<file path="config.mk">
export PLATFORM = sky130hd
export DESIGN_NAME = mode_counter_flat
export DESIGN_NICKNAME = d
export VERILOG_FILES = /design/src/rtl/mode_counter_pkg.sv /design/src/rtl/mode_counter_if.sv /design/src/rtl/mode_counter_prescaler.sv /design/src/rtl/mode_counter.sv /design/src/flat_wrapper.sv
export SDC_FILE = /design/constraint.sdc
export NUM_CORES = 1
export LEC_CHECK = 0
export CAP_MARGIN = 10
export CORE_MARGIN = 4
export CORE_UTILIZATION = 60
export CTS_BUF_LIST = sky130_fd_sc_hd__clkbuf_8
export CTS_CLUSTER_DIAMETER = 50
export DETAILED_ROUTE_END_ITERATION = 12
export DONT_BUFFER_PORTS = 1
export PLACE_DENSITY = 0.88
export SLEW_MARGIN = 20
export SYNTH_ARGS = -nofsm -noshare
export SYNTH_HDL_FRONTEND = slang
export SYNTH_HIERARCHICAL = 1
export SYNTH_SLANG_ARGS = --single-unit
</file>
<file path="constraint.sdc">
create_clock -name clk -period 2.85 [get_ports clk]
set_input_delay 0.57 -clock clk [delete_from_list [all_inputs] [get_ports clk]]
set_output_delay 0.57 -clock clk [all_outputs]
set_load 0.02 [all_outputs]
</file>
<file path="src/rtl/mode_counter_pkg.sv">
// Shared types for the mode counter: direction-mode encoding used by the RTL and benches.
package counter_pkg;

    typedef enum logic [1:0] {
        MODE_UP     = 2'd0,
        MODE_DOWN   = 2'd1,
        MODE_BOUNCE = 2'd2,
        MODE_HOLD   = 2'd3
    } cnt_mode_t;

endpackage

</file>
<file path="src/rtl/mode_counter_if.sv">
// Control/status bundle of one counter channel; the counter is the slave side.
interface mode_counter_if
    import counter_pkg::*;
#(
    parameter int WIDTH = 4
);
    logic             en;
    cnt_mode_t        mode;
    logic             wrap;
    logic             load;
    logic [WIDTH-1:0] load_val;
    logic [WIDTH-1:0] limit;
    logic [WIDTH-1:0] count;
    logic             dir;
    logic             tick;
    logic             tc;

    modport master (
        output en, mode, wrap, load, load_val, limit,
        input  count, dir, tick, tc
    );

    modport slave (
        input  en, mode, wrap, load, load_val, limit,
        output count, dir, tick, tc
    );
endinterface

</file>
<file path="src/rtl/mode_counter_prescaler.sv">
// Clock-enable prescaler: asserts step once every PRESCALE enabled cycles.
module counter_prescaler #(
    parameter int PRESCALE = 1
) (
    input  logic clk,
    input  logic reset,
    input  logic en,
    input  logic clr,
    output logic step
);
    localparam int PW = (PRESCALE > 1) ? $clog2(PRESCALE) : 1;
    localparam logic [PW-1:0] LAST = PW'(PRESCALE - 1);

    logic [PW-1:0] phase_reg;
    logic [PW-1:0] phase_next;

    // clr (load) suppresses the step even when the phase is due
    assign step = en && !clr && (phase_reg == LAST);

    always_comb begin
        phase_next = phase_reg;
        if (clr) begin
            phase_next = '0;
        end else if (en) begin
            phase_next = (phase_reg == LAST) ? '0 : phase_reg + 1'b1;
        end
    end

    always_ff @(posedge clk) begin
        if (!reset) begin
            phase_reg <= '0;
        end else begin
            phase_reg <= phase_next;
        end
    end
endmodule

</file>
<file path="src/rtl/mode_counter.sv">
// One counter channel: up/down/bounce/hold modes, programmable limit, wrap or saturate,
// synchronous load and prescaled stepping. All outputs registered.
module mode_counter
    import counter_pkg::*;
#(
    parameter int WIDTH    = 4,
    parameter int PRESCALE = 1
) (
    input logic          clk,
    input logic          reset,
    mode_counter_if.slave bus
);
    logic [WIDTH-1:0] count_reg, count_next;
    logic             dir_reg, dir_next;
    logic             tick_reg, tick_next;
    logic             tc_reg, tc_next;
    logic             step;
    logic             run;

    // HOLD freezes the prescaler phase as well as the count
    assign run = bus.en && (bus.mode != MODE_HOLD);

    counter_prescaler #(
        .PRESCALE(PRESCALE)
    ) u_prescaler (
        .clk  (clk),
        .reset(reset),
        .en   (run),
        .clr  (bus.load),
        .step (step)
    );

    always_comb begin
        count_next = count_reg;
        dir_next   = dir_reg;
        tick_next  = 1'b0;
        tc_next    = 1'b0;

        case (bus.mode)
            MODE_UP:   dir_next = 1'b1;
            MODE_DOWN: dir_next = 1'b0;
            default:   ;
        endcase

        if (bus.load) begin
            count_next = (bus.load_val > bus.limit) ? bus.limit : bus.load_val;
        end else if (step) begin
            tick_next = 1'b1;
            case (bus.mode)
                MODE_UP: begin
                    // a count above a freshly lowered limit counts as at-bound
                    if (count_reg < bus.limit) begin
                        count_next = count_reg + 1'b1;
                    end else begin
                        count_next = bus.wrap ? '0 : bus.limit;
                        tc_next    = 1'b1;
                    end
                end
                MODE_DOWN: begin
                    if (count_reg != '0) begin
                        count_next = count_reg - 1'b1;
                    end else begin
                        count_next = bus.wrap ? bus.limit : '0;
                        tc_next    = 1'b1;
                    end
                end
                MODE_BOUNCE: begin
                    if (bus.limit == '0) begin
                        count_next = '0;
                        tc_next    = 1'b1;
                    end else if (dir_reg) begin
                        if (count_reg < bus.limit) begin
                            count_next = count_reg + 1'b1;
                        end else begin
                            count_next = bus.limit - 1'b1;
                            dir_next   = 1'b0;
                            tc_next    = 1'b1;
                        end
                    end else begin
                        if (count_reg != '0) begin
                            count_next = count_reg - 1'b1;
                        end else begin
                            count_next = {{(WIDTH-1){1'b0}}, 1'b1};
                            dir_next   = 1'b1;
                            tc_next    = 1'b1;
                        end
                    end
                end
                default: ;
            endcase
        end
    end

    always_ff @(posedge clk) begin
        if (!reset) begin
            count_reg <= '0;
            dir_reg   <= 1'b1;
            tick_reg  <= 1'b0;
            tc_reg    <= 1'b0;
        end else begin
            count_reg <= count_next;
            dir_reg   <= dir_next;
            tick_reg  <= tick_next;
            tc_reg    <= tc_next;
        end
    end

    assign bus.count = count_reg;
    assign bus.dir   = dir_reg;
    assign bus.tick  = tick_reg;
    assign bus.tc    = tc_reg;
endmodule
</file>
<file path="src/flat_wrapper.sv">
// flat-port wrapper written by rule: the top's interface ports become plain ports
module mode_counter_flat import counter_pkg::*;
#(
    parameter int WIDTH    = 4,
    parameter int PRESCALE = 1
)
  (clk, reset, bus_en, bus_mode, bus_wrap, bus_load, bus_load_val, bus_limit, bus_count, bus_dir, bus_tick, bus_tc);
  mode_counter_if #(.WIDTH(WIDTH)) bus_i ();
  input logic clk;
  input logic reset;
  input wire logic [$bits(bus_i.en)-1:0] bus_en;
  input wire logic [$bits(bus_i.mode)-1:0] bus_mode;
  input wire logic [$bits(bus_i.wrap)-1:0] bus_wrap;
  input wire logic [$bits(bus_i.load)-1:0] bus_load;
  input wire logic [$bits(bus_i.load_val)-1:0] bus_load_val;
  input wire logic [$bits(bus_i.limit)-1:0] bus_limit;
  output wire logic [$bits(bus_i.count)-1:0] bus_count;
  output wire logic [$bits(bus_i.dir)-1:0] bus_dir;
  output wire logic [$bits(bus_i.tick)-1:0] bus_tick;
  output wire logic [$bits(bus_i.tc)-1:0] bus_tc;
  assign bus_i.en = bus_en;
  assign bus_i.mode = bus_mode;
  assign bus_i.wrap = bus_wrap;
  assign bus_i.load = bus_load;
  assign bus_i.load_val = bus_load_val;
  assign bus_i.limit = bus_limit;
  assign bus_count = bus_i.count;
  assign bus_dir = bus_i.dir;
  assign bus_tick = bus_i.tick;
  assign bus_tc = bus_i.tc;
  mode_counter #(.WIDTH(WIDTH), .PRESCALE(PRESCALE)) u_core (.clk(clk), .reset(reset), .bus(bus_i));
endmodule
</file>
# Word-level counts from Yosys, hierarchy flattened
# Index checks and enable logic that the tools add are counted.
[op_classes] n_addsub=4 order_cmp=2 n_eq_ne=3 muxes=27 bitwise=3 n_reduce_logical=12
[ops] op="4-bit two-way mux" count=11
[ops] op="1-bit two-way mux" count=13
[ops] op="4-bit case mux with 3 select lines" count=1
[ops] op="4-bit nonzero test" count=2
[ops] op="4-bit by 1-bit subtractor with 4-bit output, second input constant" count=2
[ops] op="4-bit by 1-bit adder with 4-bit output, second input constant" count=1
[ops] op="4-bit > comparator" count=1
[ops] op="4-bit logical NOT" count=1
[ops] op="4-bit < comparator" count=1
[ops] op="1-bit logical AND" count=3
[ops] op="1-bit inverter" count=3
[ops] op="1-bit case mux with 3 select lines" count=1
[ops] op="3-bit OR reduction" count=1
[ops] op="2-bit by 1-bit == test with 1-bit output, second input constant" count=1
[ops] op="2-bit == test, second input constant" count=1
[ops] op="2-bit logical NOT" count=1
[ops] op="2-bit inequality test, second input constant" count=1
[ops] op="1-bit case mux with 2 select lines" count=1
[ops] op="2-bit AND reduction" count=1
[ops] op="2-bit nonzero test" count=1
[ops] op="2-bit OR reduction" count=1
[ops] op="1-bit adder, second input constant" count=1
[ops] op="1-bit logical NOT" count=1
[word_totals] register_bits=8 in_bits=15 output_inout_bits=7 elab_cells=56

# Logic depth before layout (Yosys ltp)
# Gate-level depths: netlist (run 1).
[depth] word_depth=8 mapped_depth=9 mapped_depth_nobuf=8

# By module
# The synthesis (run 1) kept the hierarchy.
[by_module_without_submodules] module="mode_counter" n_inst=1 cells_each=132 area_each_um2=1044.8 seq_area_each_um2=140.1
[by_module_without_submodules] module="counter_prescaler" n_inst=1 cells_each=1 area_each_um2=13.8 seq_area_each_um2=0.0

# Worst setup path after synthesis (run 1)
# OpenSTA, ideal clock, no wires.
[synth_timing] path_type="input to register" start="in bus_limit[2]" end="reg u_core.count_reg[3] (netlist: u_core/bus.count[3])" setup_ps=131 t_arrival_ps=1851 required_ps=2719 setup_slack_ps=867 path_stages=8 path_buffers=1 cell_sequence="inv_1 > ha_1 > o21a_1 > nor2_1 > a21oi_2 > buf_6 > a2111oi_0 > o32ai_1"
[synth_via] elab_chain_len=7 elab_cells_between_ends=12 cone_classes="1 x add/sub; 2 x order compare; 8 x mux; 1 x reduce/logical"
[synth_rtl] item="start: declaration" line="flat_wrapper.sv:16" text="input wire logic [$bits(bus_i.limit)-1:0] bus_limit;"
[synth_rtl] item="4-bit by 1-bit subtractor with 4-bit output or 4-bit < comparator (tied branches)" line="mode_counter.sv:75, mode_counter.sv:52, mode_counter.sv:72"
[synth_rtl] item="4-bit two-way mux" line="mode_counter.sv:72" text="if (count_reg < bus.limit) begin"
[synth_rtl] item="4-bit two-way mux" line="mode_counter.sv:71" text="end else if (dir_reg) begin"
[synth_rtl] item="4-bit two-way mux" line="mode_counter.sv:68" text="if (bus.limit == '0) begin"
[synth_rtl] item="4-bit case mux with 3 select lines" line="mode_counter.sv:49" text="case (bus.mode)"
[synth_rtl] item="4-bit two-way mux" line="mode_counter.sv:47" text="end else if (step) begin"
[synth_rtl] item="4-bit two-way mux (*)" line="mode_counter.sv:45" text="if (bus.load) begin"
[synth_rtl] item="end signal: assignment" line="mode_counter.sv:101" text="count_reg <= count_next;"
[synth_rtl] item="end: declaration" line="mode_counter.sv:13" text="logic [WIDTH-1:0] count_reg, count_next;"
# Mark *: on every way between the ends. The rest lies on a longest branch, timed or not. The select of a mux whose other input is x is not followed.
# A chain may end at the register's enable or synchronous reset.

# Worst setup path after layout (run 1)
[layout_timing] start="reg u_core.count_reg[1] (netlist: u_core/bus.count[1])" end="reg u_core.count_reg[3] (netlist: u_core/bus.count[3])"
[layout_via] elab_chain_len=7 elab_cells_between_ends=13 cone_classes="2 x add/sub; 1 x order compare; 9 x mux; 1 x reduce/logical"
[layout_rtl] item="4-bit by 1-bit subtractor with 4-bit output (tied with other cells)" line="mode_counter.sv:61, mode_counter.sv:81"
[layout_rtl] item="4-bit two-way mux (on tied branches)" line="mode_counter.sv:80, mode_counter.sv:72"
[layout_rtl] item="4-bit two-way mux" line="mode_counter.sv:71"
[layout_rtl] item="4-bit two-way mux" line="mode_counter.sv:68"
[layout_rtl] item="4-bit case mux with 3 select lines (*)" line="mode_counter.sv:49"
[layout_rtl] item="4-bit two-way mux (*)" line="mode_counter.sv:47"
[layout_rtl] item="4-bit two-way mux (*)" line="mode_counter.sv:45"
# Marked as above.

==> results of run 1 <==
==> synthesized netlist by cell type, types with 3 or more instances <==
library cell | n | area [um2]
a21oi_1 | 9 | 45.0
buf_6 | 3 | 33.8
dfxtp_1 | 7 | 140
ha_1 | 16 | 200
inv_1 | 12 | 45.0
mux2i_1 | 6 | 60.1
nand2_1 | 7 | 26.3
nand2b_1 | 3 | 18.8
nand3_1 | 5 | 25.0
nand4_1 | 4 | 25.0
nor2_1 | 8 | 30.0
nor2b_1 | 4 | 25.0
nor3_1 | 3 | 15.0
o211ai_1 | 3 | 22.5
o21ai_0 | 5 | 25.0
xor2_1 | 3 | 26.3
==> stage by stage <==
stage,area (um2),hold WS (ns)
after floorplan,1060,0.614
after global placement,1050,0.655
after detailed placement,1050,0.659
after CTS,1100,0.429
after global routing,1100,0.417
final,1100,0.423
==> layout make-up <==
type                            count  area [um2]
Inverter                           12        45.0
Multi-Input combinational cell    108         823
Sequential cell                     7         140
Tap cell                           24        30.0
Fill cell                         128         495
Clock buffer                        3        41.3
Timing Repair Buffer                2        15.0
Clock inverter                      1        3.75
==> cells in the final DEF (no fill, tap or decap), drive strengths merged, types with 2 or more instances in the layout <==
cell type / netlist / routed
a211o: 2 / 2
a21oi: 11 / 11
a221oi: 2 / 2
buf: 5 / 2
clkbuf: 1 / 3
dfxtp: 7 / 7
ha: 16 / 16
inv: 12 / 13
mux2i: 6 / 6
nand2: 7 / 7
nand2b: 3 / 3
nand3: 5 / 5
nand4: 4 / 4
nor2: 8 / 8
nor2b: 5 / 5
nor3: 4 / 4
nor3b: 2 / 2
o2111ai: 2 / 2
o211ai: 3 / 3
o21a: 2 / 2
o21ai: 6 / 6
o221ai: 2 / 2
or3: 2 / 2
xor2: 3 / 3
==> per-layer routing <==
metal  vias to the layer above  track usage (%)  wire [um]
li1                        494                -          -
met1                       475             28.7       1150
met2                        84             37.4       1210
met3                         8             4.82        353
met4                         0             7.37         48
met5                         -                0          0
==> logic make-up after synthesis <==
group / count (synthesis)
buffers and inverters: 18
multiplexers: 7
AO/OA/AOI/OAI: 38
XOR/XNOR: 4
adder cells (fa/ha/maj): 16
AND/OR/NAND/NOR: 43
flip-flops: 7
==> final timing paths <==
kind                                     from                               end  depth (start not counted)
max          u_core/bus.count[1]$_SDFFE_PN0P_  u_core/bus.count[3]$_SDFFE_PN0P_                          6
min                                     reset         u_core/bus.dir$_SDFF_PN1_                          1
max reg2reg  u_core/bus.count[1]$_SDFFE_PN0P_  u_core/bus.count[3]$_SDFFE_PN0P_                          6
min reg2reg  u_core/bus.count[3]$_SDFFE_PN0P_  u_core/bus.count[3]$_SDFFE_PN0P_                          3
==> power groups by stage <==
stage / Sequential, uW / Combinational, uW / Clock [uW]
finish: 123 / 185 / 146
global route: 125 / 202 / 154
CTS: 123 / 180 / 143
detailed placement: 125 / 178 / 0
global placement: 125 / 173 / 0
floorplan: 125 / 151 / 0
==> impl_metrics.py, run 1 <==
metrics = {
    "status": {
        "status": "finished, final reports clean",
    },
    "power_and_ir_drop": {
        "p_sw_uw": 177,
        "p_leak_uw": 0.000471,
        "p_comb_share_pct": 40.8,
        "switching_share_pct": 38.9,
        "p_int_uw": 278,
        "power.density_nw_per_um2": 414,
        "seqPwrFrac_pct": 27.1,
        "pwr-share-clk_pct": 32.1,
        "irDropWorstVdd_uv": 339,
        "power_uw": 454,
    },
    "placement": {
        "numPortBuffers": 0,
        "dp_slack_ns": 0.487,
        "routabilityCongestion": 0.896,
        "post-dp-hpwl_um": 2110,
        "dp_cells": 153,
    },
    "critical_path": {
        "critPathMaxFanout": 14,
        "cp_cell_sequence": "ha_1 > o21ai_1 > a21oi_2 > nor2_1 > a2111oi_0 > o32ai_1",
        "critPathRequiredTime_ns": 2.95,
        "path_buf_inv": 0,
        "worstSetupPathType": "flip-flop to flip-flop",
        "cp_slowest_cell": "a21oi_2",
        "cpPeakStageDelay_ns": 0.60,
        "critPathCaptureType": "flip-flop",
        "reg2reg_slack_ns": 0.53,
        "critPathTopFamily": "compound AO/OA/AOI/OAI gates",
        "start_kind": "flip-flop",
        "arrival_ns": 2.43,
    },
    "min_path": {
        "hold_path_class": "primary input to flip-flop",
    },
    "drt": {
        "vias": 1061,
        "ant_nets": 0,
        "routed_via_density": 6.76,
        "first_pass_iters": 5,
        "wl_um": 2760,
        "drcViolationCount": 0,
        "dr.first_iter.drc_count": 101,
        "wl_per_cell_um": 17.6,
    },
    "timing": {
        "rsz0062_at_grt": "no",
        "skew_ns": 0.00869,
        "fin_tns_setup_ns": 0,
        "drv_slew": 0,
        "final.period_utilization_pct": 81.5,
        "finalSetupViolations": 0,
        "hold_viol": 0,
        "max_clock_freq_mhz": 431,
        "max_slew_margin_pct": 53.2,
        "worst_slew_pin_slew_ns": 0.702,
        "setup_slack_ns": 0.529,
        "period_minus_slack_ns": 2.32,
    },
    "logic_synthesis": {
        "yosys.area_share.adder_pct": 18.9,
        "synth.distinct_cells": 45,
        "synthMuxAreaShare_pct": 6.74,
        "synth-xor-area-share_pct": 3.31,
        "avgSynthCellArea_um2": 7.96,
        "syn_nets": 164,
        "synth-simple-area-share_pct": 22.9,
        "synth_top_family_by_area": "compound AO/OA/AOI/OAI gates",
        "syn_area_um2": 1060,
        "ys_seq_area_share_pct": 13.2,
        "synth_cells": 133,
        "yosys_register_bits": 7,
        "synth-compound-area-share_pct": 25.9,
        "ys.flop_type": "dfxtp_1",
        "synthArstFlopShare_pct": 0,
        "synth_edf_count": 0,
        "yosys_warnings": 6,
    },
    "clock_tree": {
        "hold_buffers": 0,
        "clock_latency_ns": 0.24,
        "cts.clk_slew.worst_paths_ns": 0.05,
        "tritoncts": "yes",
        "cts.sinks": 7,
        "cts_made_buffers": 3,
        "cts_setup_buffers": 0,
        "cts_resized": 0,
        "htreeDepth": 1,
        "clk_path_buf_depth": 2,
        "cts-root-buf": "clkbuf_8",
    },
    "final_layout": {
        "num_antenna_cells": 0,
        "fin_util_pct": 68.9,
        "drive_above_1_share_pct": 9.77,
        "nNetsFinal": 165,
        "largest_reg_flops": 4,
        "area_growth_pct": 3.78,
        "finalNonFillerCells": 157,
    },
    "floorplanning": {
        "die_y_um": 50,
        "initial_utilization_pct": 66.4,
        "num_rows": 14,
        "die_area_um2": 2500,
        "core_area_um2": 1590,
        "fp.dieW_um": 50,
        "io_pins": 22,
    },
    "grt": {
        "grt.overflow.total": 0,
        "grt_pass1_wl_um": 4460,
        "antenna_found_initial": 0,
        "grtUsageTotal_pct": 22.7,
        "grt_pass1_vias": 1005,
        "grt_max_degree": 15,
    },
    "run": {
        "cap_violations": 0,
    },
}
Power figures use the tool's default switching activity.
==> run 2, diff against run 1 <==
Clock period 2.85 ns to 2.3 ns, I/O delays scaled along.
==> impl_metrics.py, run 2 (synthesis results as in run 1) <==
metrics = {
    "timing": {
        "finalSetupViolations": 0,
        "period_minus_slack_ns": 2.09,
        "skew_ns": 0.000764,
        "drv_slew": 0,
        "setup_slack_ns": 0.211,
        "max_clock_freq_mhz": 479,
        "hold_viol": 0,
        "rsz0062_at_grt": "no",
        "fin_tns_setup_ns": 0,
        "worst_slew_pin_slew_ns": 0.634,
        "max_slew_margin_pct": 57.8,
        "final.period_utilization_pct": 90.8,
    },
    "floorplanning": {
        "initial_utilization_pct": 66.4,
        "die_y_um": 50,
        "core_area_um2": 1590,
        "fp.dieW_um": 50,
        "num_rows": 14,
        "io_pins": 22,
        "die_area_um2": 2500,
    },
    "final_layout": {
        "num_antenna_cells": 0,
        "final_cell_mix": "ha_1, inv_1, a21oi_1, nor2_1",
        "final_area_um2": 1130,
        "largest_reg_flops": 4,
        "final_common_cell": "ha_1",
        "nNetsFinal": 169,
        "drive_above_1_share_pct": 12.4,
        "finalNonFillerCells": 161,
        "area_growth_pct": 6.62,
    },
    "drt": {
        "wl_um": 2780,
        "dr.first_iter.drc_count": 76,
        "wl_per_cell_um": 17.3,
        "routed_via_density": 6.61,
        "first_pass_iters": 4,
        "drcViolationCount": 0,
        "ant_nets": 0,
        "vias": 1064,
    },
    "critical_path": {
        "worstSetupPathType": "flip-flop to flip-flop",
        "cp_slowest_cell": "nor2_1",
        "cpPeakStageDelay_ns": 0.40,
        "critPathCaptureType": "flip-flop",
        "r2r-end": "u_core/bus.count[3]$_SDFFE_PN0P_",
        "critPathTopFamily": "simple AND/OR/NAND/NOR gates",
        "critPathRequiredTime_ns": 2.44,
        "critPathMaxFanout": 7,
        "reg2reg_slack_ns": 0.21,
        "rr_startpoint": "u_core/bus.count[1]$_SDFFE_PN0P_",
        "path_buf_inv": 2,
        "r2r_cells": 9,
        "startpoint": "u_core/bus.count[1]$_SDFFE_PN0P_",
        "arrival_ns": 2.23,
        "start_kind": "flip-flop",
        "cp_cell_sequence": "buf_4 > inv_1 > ha_1 > nand2b_1 > nor2_1 > nand4_1 > o2111ai_2 > a31oi_1 > o32ai_1",
    },
    "grt": {
        "grt_pass1_wl_um": 4600,
        "grtUsageTotal_pct": 23.8,
        "grt.overflow.total": 0,
        "grt_max_degree": 12,
        "antenna_found_initial": 0,
        "grt_pass1_vias": 1015,
    },
    "clock_tree": {
        "cts_made_buffers": 3,
        "cts.sinks": 7,
        "cts-root-buf": "clkbuf_8",
        "clk_path_buf_depth": 2,
        "cts_resized": 0,
        "hold_buffers": 0,
        "htreeDepth": 1,
        "clock_latency_ns": 0.23,
        "tritoncts": "yes",
        "cts_setup_buffers": 0,
        "cts.clk_slew.worst_paths_ns": 0.04,
    },
    "power_and_ir_drop": {
        "power_uw": 572,
        "power.density_nw_per_um2": 507,
        "switching_share_pct": 38.4,
        "p_int_uw": 353,
        "p_comb_share_pct": 43.6,
        "pwr-share-clk_pct": 31.2,
        "p_leak_uw": 0.000492,
        "irDropWorstVdd_uv": 292,
        "seqPwrFrac_pct": 25.3,
        "p_sw_uw": 219,
    },
    "status": {
        "status": "finished, final reports clean",
    },
    "placement": {
        "dp_cells": 157,
        "dp_slack_ns": 0.142,
        "routabilityCongestion": 0.911,
        "dpl_cell_area_um2": 1080,
        "numPortBuffers": 0,
        "post-dp-hpwl_um": 2170,
    },
    "min_path": {
        "hold_path_class": "primary input to flip-flop",
        "hold_depth": 1,
        "worstHoldEndpoint": "u_core/bus.dir$_SDFF_PN1_",
        "hp-start": "reset",
    },
    "run": {
        "cap_violations": 0,
    },
}
==> run 2: changes by cell type in the layout (fill, tap and decap cells not counted) <==
cell,delta
buf_4,+4
==> run 2: metal layers <==
metal | vias to the layer above | GRT usage (%) | share of wire [%]
met5 | - | 0 | 0
met3 | 13 | 4.82 | 13
li1 | 500 | - | -
met2 | 75 | 35.4 | 44
met1 | 476 | 31.2 | 40
met4 | 0 | 13.8 | 3.1
==> run 2: worst max path at each step <==
stage                                             endpoint  slack [ns]  cells past startpoint
after floorplan           u_core/bus.count[3]$_SDFFE_PN0P_        0.43                      8
after global placement    u_core/bus.count[1]$_SDFFE_PN0P_        0.20                      8
after detailed placement  u_core/bus.count[3]$_SDFFE_PN0P_        0.14                      8
after CTS                 u_core/bus.count[3]$_SDFFE_PN0P_        0.28                      9
after global routing      u_core/bus.count[0]$_SDFFE_PN0P_        0.11                      9
final                     u_core/bus.count[3]$_SDFFE_PN0P_        0.21                      9
==> run 2: power by group through the flow <==
stage,registers (uW),clock network (uW),logic (uW)
4_1_cts,144,179,243
3_3_place_gp,147,0,234
6_report,145,178,249
5_1_grt,146,187,274
2_1_floorplan,155,0,188
3_5_place_dp,147,0,241
==> run 2: layout make-up <==
| type | count | area [um2] |
|---|---|---|
| multi-input combinational | 108 | 823 |
| clock buffer | 3 | 41.3 |
| timing repair buffer | 6 | 45.0 |
| fill | 124 | 465 |
| inverter | 12 | 45.0 |
| sequential | 7 | 140 |
| clock inverter | 1 | 3.75 |
| tap | 24 | 30.0 |
==> run 2: stage by stage <==
| stage | hold WS, ns | util [%] |
|---|---|---|
| 6_report | 0.308 | 70.8 |
| 5_1_grt | 0.336 | 70.8 |
| 2_1_floorplan | 0.536 | - |
| 3_3_place_gp | 0.543 | 68.0 |
| 3_5_place_dp | 0.547 | 68.0 |
| 4_1_cts | 0.310 | 70.8 |
==> run 3, diff against run 2 <==
Settings changed: CORE_UTILIZATION 60 to 30, PLACE_DENSITY 0.88 to 0.56.
==> impl_metrics.py, run 3 (synthesis results as in run 1) <==
metrics = {
    "status": {
        "status": "finished, final reports clean",
    },
    "clock_tree": {
        "clk_path_buf_depth": 2,
        "hold_buffers": 0,
        "cts.sinks": 7,
        "tritoncts": "yes",
        "cts_made_buffers": 3,
        "cts_setup_buffers": 0,
        "cts.clk_slew.worst_paths_ns": 0.04,
        "cts_resized": 0,
        "htreeDepth": 1,
        "clock_latency_ns": 0.23,
        "cts-root-buf": "clkbuf_8",
    },
    "grt": {
        "grt_pass1_vias": 995,
        "grtUsageTotal_pct": 13.4,
        "grt_max_degree": 15,
        "antenna_found_initial": 0,
        "grt_pass1_wl_um": 4610,
        "grt.overflow.total": 0,
    },
    "power_and_ir_drop": {
        "p_comb_share_pct": 43.7,
        "switching_share_pct": 38.6,
        "power_uw": 569,
        "pwr-share-clk_pct": 30.9,
        "p_int_uw": 350,
        "power.density_nw_per_um2": 494,
        "irDropWorstVdd_uv": 268,
        "seqPwrFrac_pct": 25.4,
        "p_sw_uw": 219,
        "p_leak_uw": 0.000487,
    },
    "timing": {
        "period_minus_slack_ns": 2.13,
        "max_slew_margin_pct": 54.2,
        "hold_ws_ns": 0.308,
        "finalSetupViolations": 0,
        "final.period_utilization_pct": 92.6,
        "max_clock_freq_mhz": 470,
        "hold_viol": 0,
        "rsz0062_at_grt": "no",
        "skew_ns": 0.000247,
        "fin_tns_setup_ns": 0,
        "drv_slew": 0,
        "worst_slew_pin_slew_ns": 0.687,
    },
    "final_layout": {
        "final_cell_mix": "ha_1, inv_1, a21oi_1",
        "area_growth_pct": 8.75,
        "fillers": 392,
        "fin_util_pct": 34.2,
        "num_antenna_cells": 0,
        "largest_reg_flops": 4,
        "drive_above_1_share_pct": 12.5,
        "nNetsFinal": 168,
        "finalNonFillerCells": 182,
        "final_common_cell": "ha_1",
    },
    "critical_path": {
        "cpMostUsedCell": "nor2_1",
        "cp_slowest_cell": "a21oi_2",
        "cpPeakStageDelay_ns": 0.51,
        "arrival_ns": 2.23,
        "cp_cell_sequence": "ha_1 > o21a_1 > nor2_1 > a21oi_2 > nor2_1 > a2111oi_0 > o32ai_1",
        "worstSetupPathType": "flip-flop to flip-flop",
        "critPathRequiredTime_ns": 2.40,
        "critPathMaxFanout": 14,
        "critPathCaptureType": "flip-flop",
        "start_kind": "flip-flop",
    },
    "placement": {
        "post-dp-hpwl_um": 2380,
        "numPortBuffers": 0,
        "dp_cells": 178,
        "routabilityCongestion": 0.838,
    },
    "min_path": {
        "hold_path_class": "primary input to flip-flop",
    },
    "drt": {
        "first_pass_iters": 4,
        "wl_um": 2970,
        "drcViolationCount": 0,
        "wl_per_cell_um": 16.3,
        "ant_nets": 0,
        "routed_via_density": 5.53,
        "dr.first_iter.drc_count": 45,
        "vias": 1007,
    },
    "floorplanning": {
        "die_y_um": 67.4,
        "core_area_um2": 3360,
        "io_pins": 22,
        "num_rows": 21,
        "die_area_um2": 4540,
        "initial_utilization_pct": 31.5,
        "fp.dieW_um": 67.4,
    },
    "run": {
        "cap_violations": 0,
    },
}
run 3: cell types whose count changed in the layout (fill, tap and decap cells not counted), sizes merged:
cell | previous run | this run
buf | 6 | 5
run 3: path summary, 6_finish.rpt:
kind / from / end / slack (ns) / cells after the start
setup / recovery: u_core/bus.count[3]$_SDFFE_PN0P_ / u_core/bus.count[3]$_SDFFE_PN0P_ / 0.17 / 7
setup reg to reg: u_core/bus.count[3]$_SDFFE_PN0P_ / u_core/bus.count[3]$_SDFFE_PN0P_ / 0.17 / 7
hold reg to reg: u_core/bus.count[1]$_SDFFE_PN0P_ / u_core/bus.count[1]$_SDFFE_PN0P_ / 0.64 / 2
hold / removal: reset / u_core/bus.dir$_SDFF_PN1_ / 0.31 / 1
run 3: power by group through the flow:
stage | Sequential (uW) | Clock (uW) | Combinational, uW
3_5_place_dp | 147 | 0 | 243
5_1_grt | 146 | 189 | 271
4_1_cts | 145 | 181 | 244
2_1_floorplan | 155 | 0 | 188
3_3_place_gp | 147 | 0 | 238
6_report | 145 | 176 | 248
run 3: worst max-delay path, delay by kind of cell (launching register included):
family | cells | cell delay [ns]
AOI/OAI and AO/OA | 4 | 1.25
and+or+nand+nor | 2 | 0.14
DFF | 1 | 0.31
adders and majority gates | 1 | 0.28
run 3: metrics by stage:
| stage | setup WS [ns] | cell area [um2] |
|---|---|---|
| after floorplan | 0.427 | 1060 |
| after global placement | 0.117 | 1100 |
| after detailed placement | -0.0287 | 1100 |
| after CTS | 0.168 | 1150 |
| after global routing | 0.0784 | 1150 |
| final | 0.170 | 1150 |
run 3: final cells by class:
class | count | area (um2) | area share, %
clock buffer | 3 | 41.3 | 3.59
clock inverter | 1 | 3.75 | 0.326
inverter | 12 | 45.0 | 3.91
multi-input combinational | 108 | 826 | 71.7
sequential | 7 | 140 | 12.2
tap | 46 | 57.6 | 5.00
timing repair buffer | 5 | 37.5 | 3.26
run 3: layer usage:
| layer | up-vias | routed length [um] | GRT usage, % |
|---|---|---|---|
| met5 | - | 0 | 0 |
| met2 | 35 | 1340 | 21.6 |
| met1 | 464 | 1360 | 16.6 |
| li1 | 497 | - | - |
| met4 | 0 | 79 | 4.56 |
| met3 | 11 | 188 | 4.66 |
==> edit, RTL diff (settings of run 3) <==
`WIDTH` is set to 4 in 3 places; all go to 6.
--- a/src/rtl/mode_counter_if.sv
+++ b/src/rtl/mode_counter_if.sv
@@ -3,5 +3,5 @@
     import counter_pkg::*;
 #(
-    parameter int WIDTH = 4
+    parameter int WIDTH = 6
 );
     logic             en;
--- a/src/rtl/mode_counter.sv
+++ b/src/rtl/mode_counter.sv
@@ -4,5 +4,5 @@
     import counter_pkg::*;
 #(
-    parameter int WIDTH    = 4,
+    parameter int WIDTH    = 6,
     parameter int PRESCALE = 1
 ) (
--- a/src/flat_wrapper.sv
+++ b/src/flat_wrapper.sv
@@ -2,5 +2,5 @@
 module mode_counter_flat import counter_pkg::*;
 #(
-    parameter int WIDTH    = 4,
+    parameter int WIDTH    = 6,
     parameter int PRESCALE = 1
 )
Interface: changed (resized bus_count, bus_limit and bus_load_val); port bits go from 22 to 28. No check against the original RTL was run, so the function may have changed too.
==> edit against run 3 <==
  * Area after synthesis is 38% higher
  * Final area rose by 53%
  * Sequential cell count is 2 higher
  * Largest cell class unchanged
  * Critical path depth increased by 1
  * Die area grew 33%
  * Total power rose by 39%
  * Routed wire length grew 54%
  * Setup slack worse by 0.070 ns
==> edit: results (changes against run 3) <==
| Metric | Value |
|---|---|
| Result of the run | complete, no violations |
| Maximum operating frequency | 455 MHz (-3.2%) |
| Average instance area after synthesis | 7.45 um2 (-6.4%) |
| Total of fill cells in the finished design | 513 (+31%) |
| Routed metal-1 wirelength | 2030 um (+49%) |
| Maximum number of pins on one net before global-route repair | 14 (-1) |
| Most common library cell in the layout ignoring fill and taps | sky130_fd_sc_hd__buf_4 |
| Placed Instances | 282 (+58%) |
| Setup slack of the most critical reg-to-reg path | 0.10 ns (-0.07 ns) |
| Compound-cell area share of the yosys netlist | 0.300 (+0.0410) |
| Wire length of the first global-routing pass | 7450 um (+62%) |
| Delay of the slowest critical-path stage | 0.46 ns (-0.05 ns) |
| Met2 routing resource usage after global routing | 0.247 (+0.0315) |
| Total internal power | 471 uW (+35%) |
| Final layout net count | 259 (+54%) |
| Final hold slack | 0.318 ns (+0.00963 ns) |
| Met3 WL | 450 um (+140%) |
| Commonest cells in the netlist | sky130_fd_sc_hd__ha_1, sky130_fd_sc_hd__inv_1, sky130_fd_sc_hd__nor2_1 |
| Static leakage | 0.777 nW (+60%) |
| Worst slack at placement | -0.0629 ns (-0.0342 ns) |
| Largest fanout on the critical path | 13 (-1) |
| IR Drop Worst-Case VDD | 0.239 mV (-11%) |
| Cells on worst reg2reg path | 8 (+1) |
| Multiplexer fraction of the synthesized cell area | 0.0300 (-0.0374) |
| Dpl cell area | 0.00171 mm2 (+55%) |
| Syn nets | 235 (+43%) |
| Max FFs per register | 6 (+2) |
| Share of cells above drive strength 1 | 0.187 (+0.0622) |
| Drt wl/cell | 16.0 um (-2.3%) |
| Final clock skew | 0.0118 ns (+0.0116 ns) |
| HPWL reported at the end of detailed placement | 3800 um (+60%) |
| Via Count | 1,554 (+54%) |
| RD Place Congestion | 0.844 (+0.74%) |
| Met1 layer usage reported by global route | 0.197 (+0.0314) |
| Worst EP arrival | 2.34 ns (+0.11 ns) |
| Number of global-route vias before repair | 1,515 (+52%) |
| Beginning of the worst register-to-register path | u_core/bus.count[1] |
| Area delta synth->final | 20.2% |
| Sequential share of the synthesized area | 0.123 (-0.00899) |
| Slew at the pin closest to its max-slew limit | 0.444 ns (-0.243 ns) |
| WL final | 4560 um (+54%) |
[edit: changes by cell type after synthesis, sizes merged, moves of 4 or more]
cell and change:
a21oi -4, inv +6, or3 +5, nand3 +4, nor2 +8, nand2 +4, nor3 +10, o21ai +7
mux2i -5, a211oi +4, ha +4, xnor2 +6
[edit: power groups by stage]
stage / Clock (mW) / Combinational (mW) / Sequential, mW
floorplan: 0 / 0.262 / 0.204
detailed placement: 0 / 0.411 / 0.188
global placement: 0 / 0.410 / 0.189
CTS: 0.190 / 0.413 / 0.185
global route: 0.199 / 0.463 / 0.186
finish: 0.189 / 0.417 / 0.185
[edit: cell type report]
class,count,share of cell area
Clock buffer,3,0.0235
Multi-Input combinational cell,161,0.670
Tap cell,67,0.0478
Inverter,18,0.0385
Clock inverter,1,0.00214
Sequential cell,9,0.103
Timing Repair Buffer,27,0.115
